`config.mk`:
```
export PLATFORM = sky130hd
export DESIGN_NAME = i2c_target_flat
export DESIGN_NICKNAME = d
export VERILOG_FILES = /design/src/rtl/i2c_target_if.sv /design/src/rtl/i2c_target.sv /design/src/flat_wrapper.sv
export SDC_FILE = /design/constraint.sdc
export NUM_CORES = 1
export LEC_CHECK = 0
export CAP_MARGIN = 20
export CORE_MARGIN = 3
export CORE_UTILIZATION = 35
export CTS_BUF_LIST = sky130_fd_sc_hd__clkbuf_16
export CTS_CLUSTER_DIAMETER = 60
export CTS_CLUSTER_SIZE = 12
export DETAILED_ROUTE_END_ITERATION = 8
export SLEW_MARGIN = 20
export SYNTH_ARGS = -nofsm -noshare
export SYNTH_HDL_FRONTEND = slang
export SYNTH_SLANG_ARGS = --single-unit
```
`constraint.sdc`:
```
create_clock -name clk -period 4.73 [get_ports clk]
set_clock_uncertainty 0.1 [all_clocks]
set_input_delay 0.473 -clock clk [delete_from_list [all_inputs] [get_ports clk]]
set_output_delay 0.473 -clock clk [all_outputs]
set_load 0.05 [all_outputs]
```
`src/rtl/i2c_target_if.sv`:
```
// Bus-side bundle for i2c_target: SCL/SDA line levels, open-drain SDA drive,
// the write-commit strobe group and the busy flag.
interface i2c_target_if #(
  parameter int unsigned DEPTH = 16
);
  localparam int unsigned AW = (DEPTH > 1) ? $clog2(DEPTH) : 1;

  logic          scl_i;
  logic          sda_i;
  logic          sda_o;
  logic          wr_stb;
  logic [AW-1:0] wr_addr;
  logic [7:0]    wr_data;
  logic          busy;

  modport slave (
    input  scl_i, sda_i,
    output sda_o, wr_stb, wr_addr, wr_data, busy
  );

  modport master (
    output scl_i, sda_i,
    input  sda_o, wr_stb, wr_addr, wr_data, busy
  );
endinterface

```
`src/rtl/i2c_target.sv`:
```
// Byte-addressed I2C target with a small register memory (pointer byte, then data).
// Optional macro I2C_TARGET_WRAP_EN: pointer wraps instead of saturating with NACK/0xFF.
module i2c_target #(
  parameter logic [6:0]  ADDR  = 7'h50,
  parameter int unsigned DEPTH = 16
) (
  input logic         clk,
  input logic         rst,
  i2c_target_if.slave bus
);
  localparam int unsigned AW = (DEPTH > 1) ? $clog2(DEPTH) : 1;

  typedef enum logic [3:0] {
    StIdle, StAddr, StAddrAck, StPtr, StWdata, StDataAck, StRdata, StRdAck, StIgnore
  } state_e;

  state_e        state_q;
  logic [2:0]    scl_sr, sda_sr;
  logic [3:0]    cnt_q;
  logic [7:0]    sr_q, tx_q;
  logic [AW-1:0] ptr_q;
  logic          rw_q, nack_q;
  logic [7:0]    mem [DEPTH];
  logic          sda_q, wr_stb_q, busy_q;
  logic [AW-1:0] wr_addr_q;
  logic [7:0]    wr_data_q;
`ifndef I2C_TARGET_WRAP_EN
  logic          end_q;
`endif

  // [0],[1] synchronise; [2] is the history bit for edge detection
  always_ff @(posedge clk) begin
    if (rst) begin
      scl_sr <= 3'b111;
      sda_sr <= 3'b111;
    end else begin
      scl_sr <= {scl_sr[1:0], bus.scl_i};
      sda_sr <= {sda_sr[1:0], bus.sda_i};
    end
  end

  logic scl_s, scl_h, sda_s, sda_h;
  logic scl_rise, scl_fall, start_det, stop_det, ptr_last;
  logic [7:0] rx_byte, rd_byte;

  assign scl_s     = scl_sr[1];
  assign scl_h     = scl_sr[2];
  assign sda_s     = sda_sr[1];
  assign sda_h     = sda_sr[2];
  assign scl_rise  = scl_s & ~scl_h;
  assign scl_fall  = ~scl_s & scl_h;
  assign start_det = scl_s & scl_h & sda_h & ~sda_s;
  assign stop_det  = scl_s & scl_h & ~sda_h & sda_s;
  assign rx_byte   = {sr_q[6:0], sda_s};
  assign ptr_last  = (ptr_q == AW'(DEPTH - 1));
`ifdef I2C_TARGET_WRAP_EN
  assign rd_byte   = mem[ptr_q];
`else
  assign rd_byte   = end_q ? 8'hFF : mem[ptr_q];
`endif

  always_ff @(posedge clk) begin
    if (rst) begin
      state_q   <= StIdle;
      cnt_q     <= 4'd0;
      sr_q      <= 8'h00;
      tx_q      <= 8'hFF;
      ptr_q     <= '0;
      rw_q      <= 1'b0;
      nack_q    <= 1'b0;
      sda_q     <= 1'b1;
      wr_stb_q  <= 1'b0;
      wr_addr_q <= '0;
      wr_data_q <= 8'h00;
      busy_q    <= 1'b0;
`ifndef I2C_TARGET_WRAP_EN
      end_q     <= 1'b0;
`endif
      for (int i = 0; i < DEPTH; i++) mem[i] <= 8'h00;
    end else begin
      wr_stb_q <= 1'b0;
      if (start_det) begin
        state_q <= StAddr;
        cnt_q   <= 4'd0;
        busy_q  <= 1'b1;
        sda_q   <= 1'b1;
      end else if (stop_det) begin
        state_q <= StIdle;
        busy_q  <= 1'b0;
        sda_q   <= 1'b1;
      end else begin
        unique case (state_q)
          StIdle, StIgnore: ;
          StAddr: begin
            if (scl_rise && cnt_q < 4'd8) begin
              sr_q  <= rx_byte;
              cnt_q <= cnt_q + 4'd1;
            end else if (scl_fall && cnt_q == 4'd8) begin
              if (sr_q[7:1] == ADDR) begin
                sda_q   <= 1'b0;
                rw_q    <= sr_q[0];
                state_q <= StAddrAck;
              end else begin
                state_q <= StIgnore;
              end
            end
          end
          StAddrAck: begin
            if (scl_fall) begin
              cnt_q <= 4'd0;
              if (rw_q) begin
                sda_q   <= rd_byte[7];
                tx_q    <= {rd_byte[6:0], 1'b1};
                state_q <= StRdata;
              end else begin
                sda_q   <= 1'b1;
                state_q <= StPtr;
              end
            end
          end
          StPtr, StWdata: begin
            if (scl_rise && cnt_q < 4'd8) begin
              sr_q  <= rx_byte;
              cnt_q <= cnt_q + 4'd1;
              // Commit as soon as the 8th bit is in; the ACK slot only reports it
              if (cnt_q == 4'd7 && state_q == StWdata) begin
`ifdef I2C_TARGET_WRAP_EN
                nack_q       <= 1'b0;
                mem[ptr_q]   <= rx_byte;
                wr_stb_q     <= 1'b1;
                wr_addr_q    <= ptr_q;
                wr_data_q    <= rx_byte;
                ptr_q        <= ptr_q + 1'b1;
`else
                nack_q <= end_q;
                if (!end_q) begin
                  mem[ptr_q] <= rx_byte;
                  wr_stb_q   <= 1'b1;
                  wr_addr_q  <= ptr_q;
                  wr_data_q  <= rx_byte;
                  if (ptr_last) end_q <= 1'b1;
                  else          ptr_q <= ptr_q + 1'b1;
                end
`endif
              end
            end else if (scl_fall && cnt_q == 4'd8) begin
              if (state_q == StPtr) begin
                ptr_q <= sr_q[AW-1:0];
                sda_q <= 1'b0;
`ifndef I2C_TARGET_WRAP_EN
                end_q <= 1'b0;
`endif
              end else begin
                sda_q <= nack_q;
              end
              state_q <= StDataAck;
            end
          end
          StDataAck: begin
            if (scl_fall) begin
              sda_q   <= 1'b1;
              cnt_q   <= 4'd0;
              state_q <= StWdata;
            end
          end
          StRdata: begin
            if (scl_fall) begin
              cnt_q <= cnt_q + 4'd1;
              if (cnt_q == 4'd7) begin
                sda_q   <= 1'b1;
                state_q <= StRdAck;
`ifdef I2C_TARGET_WRAP_EN
                ptr_q <= ptr_q + 1'b1;
`else
                if (!end_q) begin
                  if (ptr_last) end_q <= 1'b1;
                  else          ptr_q <= ptr_q + 1'b1;
                end
`endif
              end else begin
                sda_q <= tx_q[7];
                tx_q  <= {tx_q[6:0], 1'b1};
              end
            end
          end
          StRdAck: begin
            if (scl_rise) begin
              nack_q <= sda_s;
            end else if (scl_fall) begin
              if (!nack_q) begin
                cnt_q   <= 4'd0;
                sda_q   <= rd_byte[7];
                tx_q    <= {rd_byte[6:0], 1'b1};
                state_q <= StRdata;
              end else begin
                state_q <= StIgnore;
              end
            end
          end
          default: state_q <= StIdle;
        endcase
      end
    end
  end

  assign bus.sda_o   = sda_q;
  assign bus.wr_stb  = wr_stb_q;
  assign bus.wr_addr = wr_addr_q;
  assign bus.wr_data = wr_data_q;
  assign bus.busy    = busy_q;
endmodule
```
`src/flat_wrapper.sv`:
```
// flat-port wrapper written by rule: the top's interface ports become plain ports
module i2c_target_flat 
#(
  parameter logic [6:0]  ADDR  = 7'h50,
  parameter int unsigned DEPTH = 16
)
  (clk, rst, bus_scl_i, bus_sda_i, bus_sda_o, bus_wr_stb, bus_wr_addr, bus_wr_data, bus_busy);
  i2c_target_if #(.DEPTH(DEPTH)) bus_i ();
  input logic clk;
  input logic rst;
  input wire logic [$bits(bus_i.scl_i)-1:0] bus_scl_i;
  input wire logic [$bits(bus_i.sda_i)-1:0] bus_sda_i;
  output wire logic [$bits(bus_i.sda_o)-1:0] bus_sda_o;
  output wire logic [$bits(bus_i.wr_stb)-1:0] bus_wr_stb;
  output wire logic [$bits(bus_i.wr_addr)-1:0] bus_wr_addr;
  output wire logic [$bits(bus_i.wr_data)-1:0] bus_wr_data;
  output wire logic [$bits(bus_i.busy)-1:0] bus_busy;
  assign bus_i.scl_i = bus_scl_i;
  assign bus_i.sda_i = bus_sda_i;
  assign bus_sda_o = bus_i.sda_o;
  assign bus_wr_stb = bus_i.wr_stb;
  assign bus_wr_addr = bus_i.wr_addr;
  assign bus_wr_data = bus_i.wr_data;
  assign bus_busy = bus_i.busy;
  i2c_target #(.ADDR(ADDR), .DEPTH(DEPTH)) u_core (.clk(clk), .rst(rst), .bus(bus_i));
endmodule
```
Word level (Yosys, flattened, before mapping). Memory sizes are Yosys's and may differ from the RTL's. A register that Yosys moved wholly into a read port is not among the register bits. Index checks and enable logic that the tools add are counted.

Order comparisons: 1. Bitwise logic cells: 16. Equal/unequal tests: 45. Reductions and logical operators: 27. Mux-type cells: 86. Add/subtract/negate cells: 2.

Operators with widths (number): $mux W4 (29); $mux W8 (9); $mux W1 (40); $ne A2 B1 Y1 const B (14); $ne A4 B1 Y1 const B (7); $pmux W4 S7 (1); $pmux W8 S3 (1); $reduce_and A11 Y1 (2); $eq A4 B3 Y1 const B (5); $reduce_and A6 Y1 (3); $pmux W4 S4 (1); $reduce_and A8 Y1 (2); $eq A4 B4 Y1 const B (3); $reduce_and A12 Y1 (1); $ne A2 B2 Y1 const B (5); $reduce_and A10 Y1 (1); $ne A3 B1 Y1 const B (3); $not A1 Y1 (9); $add A4 B1 Y4 const B (2); $eq A4 B2 Y1 const B (2); $ne A4 B2 Y1 const B (2); $pmux W4 S2 (1); $reduce_or A2 Y1 (4); $reduce_or A8 Y1 (1); 17 further kinds (29).

Bits of input ports: 4. Memories kept: 1. Memory bits (writable): 128. Word-level logic and storage cells: 194. Output and inout bits: 15. Bits in registers: 52.

Memories: u_core.mem (words 16, width 8, rd ports 1, clocked after Yosys merged registers in 1, write ports 16, line i2c_target.sv:23) `logic [7:0] mem [DEPTH];`.

Longest topological paths before layout. Gate-level depths: netlist of run 1.

Depth in word-level cells: 11. Gate-level depth with buffers: 8. Mapped depth without buffers: 6.

Worst setup path before layout of run 1. Ideal clock, no wire load.

Kind: register to register. Start: register u_core.cnt_q[0]. End: memory u_core.mem[13][0] (enable). Data required time: 4246 ps. Library setup time: 384 ps. Cell stages (with the launch flop): 8. Data arrival time: 2105 ps. Path buffers: 2. Period minus slack after synthesis: 2589 ps. Path slack: 2141 ps. Path through: dfxtp_1 > ha_1 > and3b_1 > and4_1 > buf_2 > nand3_1 > buf_2 > o21ai_0.

RTL lines: start, declared (line i2c_target.sv:19) `logic [3:0] cnt_q;`; start signal, assigned (line i2c_target.sv:97) `cnt_q <= cnt_q + 4'd1;`; start signal, assigned (line i2c_target.sv:124) `cnt_q <= cnt_q + 4'd1;`; start signal, assigned (line i2c_target.sv:168) `cnt_q <= cnt_q + 4'd1;`; end, declared (line i2c_target.sv:23).

==> summary.txt, run 1 <==
Place
  – PortBufs: 18
  – Final Wtd Congestion: 0.877
  – Post-placement cell count: between 1k and 1.5k
  – Post-DP Area: around 9300 um^2
  – Worst slack at placement: about 1.5 ns
  – Post-DP HPWL: 14100 um

Layout
  – Final Util: approximately 40%
  – Ant diodes: 0
  – Most frequent cells in the layout: edfxtp_1 (128), and2_1 (113), nor2_1 (54), dfxtp_1 (54), a21oi_1 (36)
  – Non-Filler Instances: 1049
  – Commonest non-fill, non-tap cell in the layout: edfxtp_1
  – NumNets Final: 722
  – P&R area growth vs syn: 12.2%
  – Post-route design area: 9820 um^2
  – Layout cells sized above 1: about 14%
  – FILL cells: between 2k and 2.5k

STA
  – Endpoints failing setup: 0
  – Final hold violation count: 0
  – Shortest period the worst path allows: between 3 and 4 ns
  – Fin crit share: between 60% and 70%
  – Worst-margin pin slew: ~1.0 ns
  – Fmax: slightly above 0.3 GHz
  – Max-slew headroom: between 30% and 40%
  – TNS Setup: 0 ns
  – Worst Slack Setup Final: about 1.5 ns
  – RSZ-0062 raised after global routing: no
  – Fin. max-slew vios: 0

Route
  – Initial DRT Pass Iterations: 5
  – # DRC: 0
  – Final WL: ~21000 um
  – Routed len/inst: a little over 20 um
  – Avg Vias per Cell: roughly 5.3
  – 1st-iter DRT viols: between 400 and 500
  – Routed vias: 5580
  – ANT nets after route: 0

Outcome
  – Status: finished clean

Worst setup path
  – Reg2Reg Depth: 5
  – WP data arrival: approximately 3.3 ns
  – Crit. End Element: flop
  – Worst-path maximum fanout: 25
  – Worst Setup SP: u_core.state_q[2]
  – R2R Path Start: u_core.state_q[2]
  – Data required, critical path: about 4.8 ns
  – WS Path Type: reg -> reg
  – CP Launch Type: flop

Synth
  – Synth area leaders: edfxtp_1 (44%), dfxtp_1 (13%), and2_1 (8.1%)
  – Post-synth EDFFs: 128
  – Cell variety after synth: roughly 70
  – Ys async rst share: 0%
  – Post-synth top area cell: edfxtp_1
  – Post-Syn Instances: roughly 710
  – Syn avg cell area: ~12 um^2
  – Top cell type's share of synthesized area: 43.9%
  – Multiplexer share of the synthesized area: between 10% and 20%
  – Largest family of logic cells by synthesized area: simple AND/OR/NAND/NOR gates
  – Mapped Nets: slightly above 700
  – Synthesized flop and latch total: between 150 and 200
  – Main synth FF type: edfxtp_1
  – Synth Area in Compound Gates: under 10%
  – Xor and xnor area share after synthesis: less than 1%
  – Post-synthesis simple-gate area fraction: between 10% and 20%
  – Mapped Area: 8750 um^2
  – Post-Synth Adder-Cell Area: less than 1%
  – YS warnings: 0
  – Sequential fraction of the synthesis area: between 50 and 60%

GRT
  – Largest net degree at the start of global routing: 41
  – Global route total overflow: 0
  – First-pass GRT wire length: approximately 33000 um
  – Vias in the first global route: 5412
  – Initial antenna violation count: 0
  – GRT Total Usage: 16.4%

Hold path
  – Min-Delay Path Depth: 1
  – Worst hold path type: reg -> reg
  – Hold path start: u_core.scl_sr[0]

Floorplanning
  – Initial Util: a little over a third
  – I/O Pins: 19
  – Die area: 26900 um^2
  – Die extent in x: 164 um
  – Die H: around 160 um
  – FP Rows: 57
  – Core ar.: ~24000 um^2

Power and ir drop
  – Pwr Density: 332 nW/um^2
  – Leak Pwr: ~3.3 nW
  – VDD IR max: roughly 0.25 mV

CTS
  – CTS buffer count: 17
  – Clock Sinks: between 150 and 200
  – Clock Latency Late Sink: ~0.43 ns
  – Post-CTS sizing: 0
  – Reg clk slew, reported paths: around 0.080 ns
  – Clock tree buffer depth: 2
  – Setup bufs post-CTS: 0
  – Clock root buffer: clkbuf_16
  – CTS tree: done
  – Cts hold-fix bufs: 0
  – CTS H-tree depth: 4

Job
  – Max Cap Viol: 0
## stage by stage
| stage | hold WS, ns | power, W |
|---|---|---|
| final | 0.318 | 0.00327 |
| after detailed placement | 0.301 | 0.00191 |
| after global routing | 0.327 | 0.00337 |
| after global placement | 0.296 | 0.00191 |
| after CTS | 0.318 | 0.00329 |
| after floorplan | 0.289 | 0.00187 |
## layer usage
| metal | up-vias | wire length [um] | global-route usage (%) |
|---|---|---|---|
| met5 | - | 0 | 0 |
| met4 | 0 | 424 | 5.27 |
| met3 | 28 | 833 | 2.45 |
| met2 | 153 | 9930 | 25.5 |
| met1 | 2766 | 10100 | 23.7 |
| li1 | 2633 | - | - |
## logic make-up after synthesis
group | count (synthesis)
compound gates | 112
xor+xnor | 1
fa+ha+maj | 6
buf+inv | 67
flops | 183
mux | 68
simple gates | 271
## cell usage after synthesis (5+ instances only)
cell / number
a21oi_1: 36
a221o_1: 6
and2_1: 113
buf_2: 18
buf_4: 6
clkbuf_1: 29
dfxtp_1: 55
edfxtp_1: 128
ha_1: 6
inv_1: 11
mux2i_1: 34
mux4_2: 31
nand2_1: 21
nand2b_1: 6
nand3_1: 5
nor2_1: 54
nor2b_1: 5
nor3_1: 21
o21ai_0: 27
o31ai_1: 7
or2_2: 5
## power breakdown
group	switching [W]	internal (W)	total (W)
clock	0.000647	0.000740	0.00139
sequential	0.0000191	0.00175	0.00177
combinational	0.0000660	0.0000394	0.000105
## worst max-delay path, stage by stage, from the launching register on
cell and delay, ns:
dfxtp_1 0.81, and4bb_2 0.35, and4_1 0.39, nand2_1 0.29, o21ai_0 0.75, buf_4 0.27
## state kept, by name (all words and copies together), names as in the netlist, named ones only
| name | count |
|---|---|
| u_core.cnt_q | 4 |
| u_core.end_q | 1 |
| u_core.sr_q | 8 |
| u_core.bus.wr_addr | 4 |
| u_core.ptr_q | 4 |
| u_core.bus.wr_data | 8 |
| u_core.bus.busy | 1 |
| u_core.tx_q | 7 |
| u_core.mem | 128 |
| u_core.nack_q | 1 |
| u_core.rw_q | 1 |
| u_core.sda_sr | 3 |
| u_core.bus.wr_stb | 1 |
| u_core.bus.sda_o | 1 |
| u_core.scl_sr | 3 |
| u_core.state_q | 4 |
## path summary, 6_finish.rpt
check,endpoint,slack (ns)
max,u_core.mem[1][0],1.47
min,u_core.scl_sr[1],0.32
max reg2reg,u_core.mem[1][0],1.47
min reg2reg,u_core.scl_sr[1],0.32
## final cells by class
type | count | area, um^2 | share of cell area (%)
Timing Repair Buffer | 41 | 353 | 3.59
Clock inverter | 15 | 145 | 1.48
Tap cell | 324 | 405 | 4.13
Sequential cell | 183 | 4950 | 50.4
Inverter | 11 | 41.3 | 0.420
Clock buffer | 17 | 425 | 4.33
Multi-Input combinational cell | 458 | 3510 | 35.7
Power figures use the tool's default switching activity.
==> run 2: changes to the inputs <==
==> constraint.sdc (replaced) <==
create_clock -name clk -period 3.14 [get_ports clk]
set_clock_uncertainty 0.1 [all_clocks]
set_input_delay 0.314 -clock clk [delete_from_list [all_inputs] [get_ports clk]]
set_output_delay 0.314 -clock clk [all_outputs]
set_load 0.05 [all_outputs]
==> summary.txt, run 2 (synthesized netlist as in run 1, its figures left out) <==
Floorplanning
  – FP Rows: 57 (unchanged)
  – Die H: 164 um (unchanged)
  – Die extent in x: 164 um (unchanged)
  – Initial Util: 35.8% (unchanged)
  – Core ar.: 24500 um^2 (unchanged)
  – I/O Pins: 19 (unchanged)
  – Die area: 26900 um^2 (unchanged)

Route
  – Final WL: 21000 um (-1.5%)
  – 1st-iter DRT viols: 414 (-14%)
  – Initial DRT Pass Iterations: 5 (unchanged)
  – # DRC: 0 (unchanged)
  – ANT nets after route: 0 (unchanged)
  – Avg Vias per Cell: 5.30 (-0.34%)
  – Routed len/inst: 19.7 um (-3.0%)
  – Routed vias: 5646 (+1.2%)

Layout
  – Most frequent cells in the layout: edfxtp_1 (128), and2_1 (113), nor2_1 (54), dfxtp_1 (54), buf_4 (38)
  – Top reg by flops: u_core.mem
  – P&R area growth vs syn: 14.1%
  – FF+latch area: 4950 um^2 (unchanged)
  – Number of flip-flops under the largest register name: 128 (unchanged)
  – Ant diodes: 0 (unchanged)
  – Non-Filler Instances: 1065 (+1.5%)
  – Layout cells sized above 1: 16.5% (+2.0 points)
  – Multi-input logic area: 3510 um^2 (unchanged)
  – NumNets Final: 738 (+2.2%)
  – Commonest non-fill, non-tap cell in the layout: edfxtp_1
  – FILL cells: 2279 (-0.13%)

Worst setup path
  – Data required, critical path: 3.17 ns (-1.60 ns)
  – Ordered cell list for the critical path: ha_1 -> and3b_1 -> and4_1 -> buf_4 -> nand2_1 -> o21ai_0 -> buf_4
  – R2R Path Start: u_core.cnt_q[1]
  – Worst Setup SP: u_core.cnt_q[1]
  – Slowest cell on the critical path: dfxtp_1
  – Worst-path maximum fanout: 12 (-52%)
  – Crit. End Element: flop
  – Worst path max stage delay: 0.41 ns (-0.40 ns)
  – WS Path Type: reg -> reg
  – WP data arrival: 2.81 ns (-0.50 ns)
  – Cell mode on critical path: buf_4
  – CP Launch Type: flop

GRT
  – GRT Total Usage: 16.2% (-0.20 points)
  – Vias in the first global route: 5454 (+0.78%)
  – First-pass GRT wire length: 33000 um (about the same)
  – Global route total overflow: 0 (unchanged)
  – Initial antenna violation count: 0 (unchanged)
  – Largest net degree at the start of global routing: 41 (unchanged)

CTS
  – CTS buffer count: 17 (unchanged)
  – Clock Sinks: 183 (unchanged)
  – CTS H-tree depth: 4 (unchanged)
  – Clock tree buffer depth: 2 (unchanged)
  – CTS tree: done
  – Clock root buffer: clkbuf_16
  – Post-CTS sizing: 0 (unchanged)
  – Clock Latency Late Sink: 0.43 ns (about the same)
  – Cts hold-fix bufs: 0 (unchanged)
  – Setup bufs post-CTS: 0 (unchanged)
  – Reg clk slew, reported paths: 0.08 ns (about the same)

STA
  – Fin crit share: 88.3% (+19 points)
  – Fmax: 0.361 GHz (+18%)
  – Shortest period the worst path allows: 2.77 ns (-0.489 ns)
  – Fin. max-slew vios: 0 (unchanged)
  – Max-slew headroom: 43.2% (+13 points)
  – Final hold violation count: 0 (unchanged)
  – RSZ-0062 raised after global routing: no
  – Worst-margin pin slew: 0.851 ns (-0.187 ns)
  – TNS Setup: 0 ns (unchanged)
  – Endpoints failing setup: 0 (unchanged)

Job
  – Max Cap Viol: 0 (unchanged)

Hold path
  – Hold path start: u_core.scl_sr[0]
  – Worst hold path type: reg -> reg

Outcome
  – Status: finished clean

Power and ir drop
  – Internal cell power: 0.00378 W (+49%)
  – Net load switching power: 0.00120 W (+64%)
  – VDD IR max: 0.364 mV (+48%)
  – Clock network power share: 43.2% (+0.7 points)
  – Register share of total power: 53.5% (-0.8 points)
  – Combinational share of power: 3.2% (about the same)
  – Leak Pwr: 3.43 nW (+3.1%)
  – Pwr Density: 499 nW/um^2 (+50%)
  – Sw Share: 24.1% (+1.7 points)

Place
  – Final Wtd Congestion: 0.842 (-4.0%)
  – Post-placement cell count: 1033 (+1.6%)
  – Post-DP HPWL: 14300 um (+1.3%)
  – PortBufs: 18 (unchanged)
[run 2: cell types whose count changed in the layout (fill, tap and decap cells not counted), sizes merged]
cell / delta
bufinv: -1
clkinvlp: -1
buf: +16
inv: +1
clkinv: +1
[run 2: path summary, 6_finish.rpt]
check / end / slack, ns / cells after the start
min: u_core.scl_sr[1] / 0.31 / 1
max: u_core.mem[5][1] / 0.37 / 7
min reg2reg: u_core.scl_sr[1] / 0.31 / 1
max reg2reg: u_core.mem[5][1] / 0.37 / 7
[run 2: area by class of cell]
cell class	instances	share of cell area, %
Clock buffer	17	4.26
Clock inverter	15	1.84
Sequential cell	183	49.5
Tap cell	324	4.06
Inverter	11	0.413
Timing Repair Buffer	57	4.86
Multi-Input combinational cell	458	35.1
[run 2: stage by stage]
stage | cell area (um^2) | total power, W | util, % | setup WS, ns | hold slack [ns]
after floorplan | 8750 | 0.00281 | - | 0.551 | 0.289
after global placement | 9380 | 0.00288 | 38.4 | 0.483 | 0.293
after CTS | 9990 | 0.00502 | 40.9 | 0.404 | 0.313
after global routing | 9990 | 0.00514 | 40.9 | 0.226 | 0.332
after detailed placement | 9380 | 0.00289 | 38.4 | 0.437 | 0.294
final | 9990 | 0.00499 | 40.9 | 0.367 | 0.312
[run 2: metal layers]
layer | up-vias | global-route usage, % | wire, um
met5 | - | 0 | 0
met4 | 0 | 4.23 | 260
met3 | 16 | 2.52 | 1080
met2 | 175 | 25.8 | 10100
met1 | 2789 | 23.2 | 9560
li1 | 2666 | - | -
[run 2: power by group through the flow]
stage	sequential, W	combinational [W]	clock (W)
after floorplan	0.00271	0.0000993	0
after global placement	0.00272	0.000159	0
after detailed placement	0.00273	0.000161	0
after CTS	0.00267	0.000161	0.00219
after global routing	0.00268	0.000173	0.00229
final	0.00267	0.000161	0.00216
[run 2: worst max-delay path, delay by kind of cell (launching register included)]
kind	cells	cell delay, ns
AO/OA/AOI/OAI	1	0.24
adder cells (fa/ha/maj)	1	0.28
buffers and inverters	2	0.49
flip-flops	1	0.41
AND/OR/NAND/NOR	3	0.93
==> run 3: changes to the inputs <==
--- a/config.mk
+++ b/config.mk
@@ -6,12 +6,12 @@
 export NUM_CORES = 1
 export LEC_CHECK = 0
 export CAP_MARGIN = 20
-export CORE_MARGIN = 3
 export CORE_UTILIZATION = 35
 export CTS_BUF_LIST = sky130_fd_sc_hd__clkbuf_16
 export CTS_CLUSTER_DIAMETER = 60
 export CTS_CLUSTER_SIZE = 12
 export DETAILED_ROUTE_END_ITERATION = 8
+export SKIP_CTS_REPAIR_TIMING = 1
 export SLEW_MARGIN = 20
 export SYNTH_ARGS = -nofsm -noshare
 export SYNTH_HDL_FRONTEND = slang
==> summary.txt, run 3 (synthesized netlist as in run 1, its figures left out) <==
STA
  – Max-slew headroom: 45.8% (+2.6 points)
  – Final hold violation count: 0 (unchanged)
  – Worst-margin pin slew: 0.812 ns (-0.0391 ns)
  – Worst Slack Setup Final: 0.491 ns (+0.124 ns)
  – Endpoints failing setup: 0 (unchanged)
  – Fmax: 0.378 GHz (+4.7%)
  – Shortest period the worst path allows: 2.65 ns (-0.124 ns)
  – Fin. max-slew vios: 0 (unchanged)
  – TNS Setup: 0 ns (unchanged)
  – Fin crit share: 84.4% (-4.0 points)
  – RSZ-0062 raised after global routing: no

Floorplanning
  – Die H: 160 um (-2.4%)
  – Core ar.: 24400 um^2 (-0.29%)
  – Die extent in x: 160 um (-2.4%)
  – Initial Util: 35.9% (+0.10 points)
  – Die area: 25600 um^2 (-4.8%)
  – FP Rows: 57 (unchanged)
  – I/O Pins: 19 (unchanged)

Power and ir drop
  – Pwr Density: 502 nW/um^2 (+0.58%)
  – Leak Pwr: 3.45 nW (+0.55%)
  – VDD IR max: 0.322 mV (-11%)

CTS
  – Reg clk slew, reported paths: 0.08 ns (about the same)
  – Clock Sinks: 183 (unchanged)
  – Clock root buffer: clkbuf_16
  – CTS H-tree depth: 4 (unchanged)
  – Clock tree buffer depth: 2 (unchanged)
  – Clock Latency Late Sink: 0.44 ns (about the same)
  – CTS tree: done
  – CTS buffer count: 17 (unchanged)

Worst setup path
  – CP Launch Type: flop
  – Crit. End Element: flop
  – Worst path max stage delay: 0.41 ns (about the same)
  – Data required, critical path: 3.20 ns (+0.03 ns)
  – Slowest cell on the critical path: dfxtp_1
  – WP data arrival: 2.71 ns (-0.10 ns)
  – Ordered cell list for the critical path: ha_1 -> and3b_1 -> and4_1 -> nand3b_1 -> o21ai_0 -> buf_4
  – WS Path Type: reg -> reg
  – Worst-path maximum fanout: 12 (unchanged)

Layout
  – Commonest non-fill, non-tap cell in the layout: edfxtp_1
  – FILL cells: 2285 (+0.26%)
  – Top reg by flops: u_core.mem
  – Ant diodes: 0 (unchanged)
  – Most frequent cells in the layout: edfxtp_1 (128), and2_1 (113), nor2_1 (54), dfxtp_1 (54), buf_4 (44)
  – Layout cells sized above 1: 17.2% (+0.69 points)
  – P&R area growth vs syn: 14.6%
  – Number of flip-flops under the largest register name: 128 (unchanged)
  – NumNets Final: 743 (+0.68%)

GRT
  – Largest net degree at the start of global routing: 41 (unchanged)
  – Initial antenna violation count: 0 (unchanged)
  – GRT Total Usage: 17.3% (+1.1 points)
  – Vias in the first global route: 5611 (+2.9%)
  – Global route total overflow: 0 (unchanged)
  – First-pass GRT wire length: 33200 um (+0.67%)

Route
  – Avg Vias per Cell: 5.30 (about the same)
  – # DRC: 0 (unchanged)
  – Final WL: 21000 um (+0.37%)
  – Initial DRT Pass Iterations: 5 (unchanged)
  – 1st-iter DRT viols: 442 (+6.8%)
  – Routed vias: 5675 (+0.51%)
  – ANT nets after route: 0 (unchanged)
  – Routed len/inst: 19.7 um (about the same)

Hold path
  – Worst hold path type: reg -> reg

Place
  – PortBufs: 18 (unchanged)
  – Worst slack at placement: 0.468 ns (+0.0302 ns)
  – Post-DP HPWL: 14000 um (-1.6%)
  – Final Wtd Congestion: 0.879 (+4.4%)

Outcome
  – Status: finished clean

Job
  – Max Cap Viol: 0 (unchanged)
## run 3: changes by cell type in the layout (fill, tap and decap cells not counted)
cell | before | now
inv_12 | 0 | 1
buf_12 | 1 | 0
inv_1 | 12 | 11
inv_8 | 2 | 3
buf_4 | 38 | 44
inv_6 | 4 | 2
clkinvlp_4 | 0 | 1
## run 3: power by group
group / internal (W) / switching, W / total (W)
registers: 0.00264 / 0.0000270 / 0.00267
logic: 0.0000639 / 0.000102 / 0.000166
clock network: 0.00109 / 0.00111 / 0.00220
total: 0.00380 / 0.00124 / 0.00504
## run 3: final timing paths
check                   startpoint               end  slack (ns)  cells after the start
setup reg to reg   u_core.cnt_q[0]  u_core.mem[8][7]        0.49                      6
setup / recovery   u_core.cnt_q[0]  u_core.mem[8][7]        0.49                      6
hold / removal    u_core.sda_sr[0]  u_core.sda_sr[1]        0.32                      1
hold reg to reg   u_core.sda_sr[0]  u_core.sda_sr[1]        0.32                      1
## run 3: stage by stage
step / utilization, % / hold slack [ns] / power [W] / instances / area, um^2
after floorplan: - / 0.289 / 0.00281 / 708 / 8750
after global placement: 38.6 / 0.300 / 0.00289 / 1038 / 9410
after detailed placement: 38.6 / 0.307 / 0.00289 / 1038 / 9410
after CTS: 41.1 / 0.310 / 0.00507 / 1070 / 10000
after global routing: 41.1 / 0.313 / 0.00518 / 1070 / 10000
final: 41.1 / 0.315 / 0.00504 / 1070 / 10000
## run 3: worst max-delay path: cells and delay by family, from the launching register on
| family | cells | cell delay [ns] |
|---|---|---|
| AOI/OAI and AO/OA | 1 | 0.37 |
| adders and majority gates | 1 | 0.25 |
| buffers and inverters | 1 | 0.22 |
| DFF | 1 | 0.41 |
| and+or+nand+nor | 3 | 1.02 |
## run 3: area by class of cell
type | instances | area, um^2 | share of cell area (%)
clock buffer | 17 | 425 | 4.24
clock inverter | 15 | 198 | 1.97
inverter | 11 | 41.3 | 0.412
multi-input combinational | 458 | 3510 | 34.9
sequential | 183 | 4950 | 49.3
tap | 324 | 405 | 4.04
timing repair buffer | 62 | 510 | 5.09
## run 3: metal layers
layer  share of wire (%)  global-route usage [%]  vias to the layer above
met4                 1.8                    5.15                        0
met5                   0                       0                        -
li1                    -                       -                     2677
met1                  47                    23.8                     2829
met2                  47                    27.3                      137
met3                 4.1                    3.77                       32
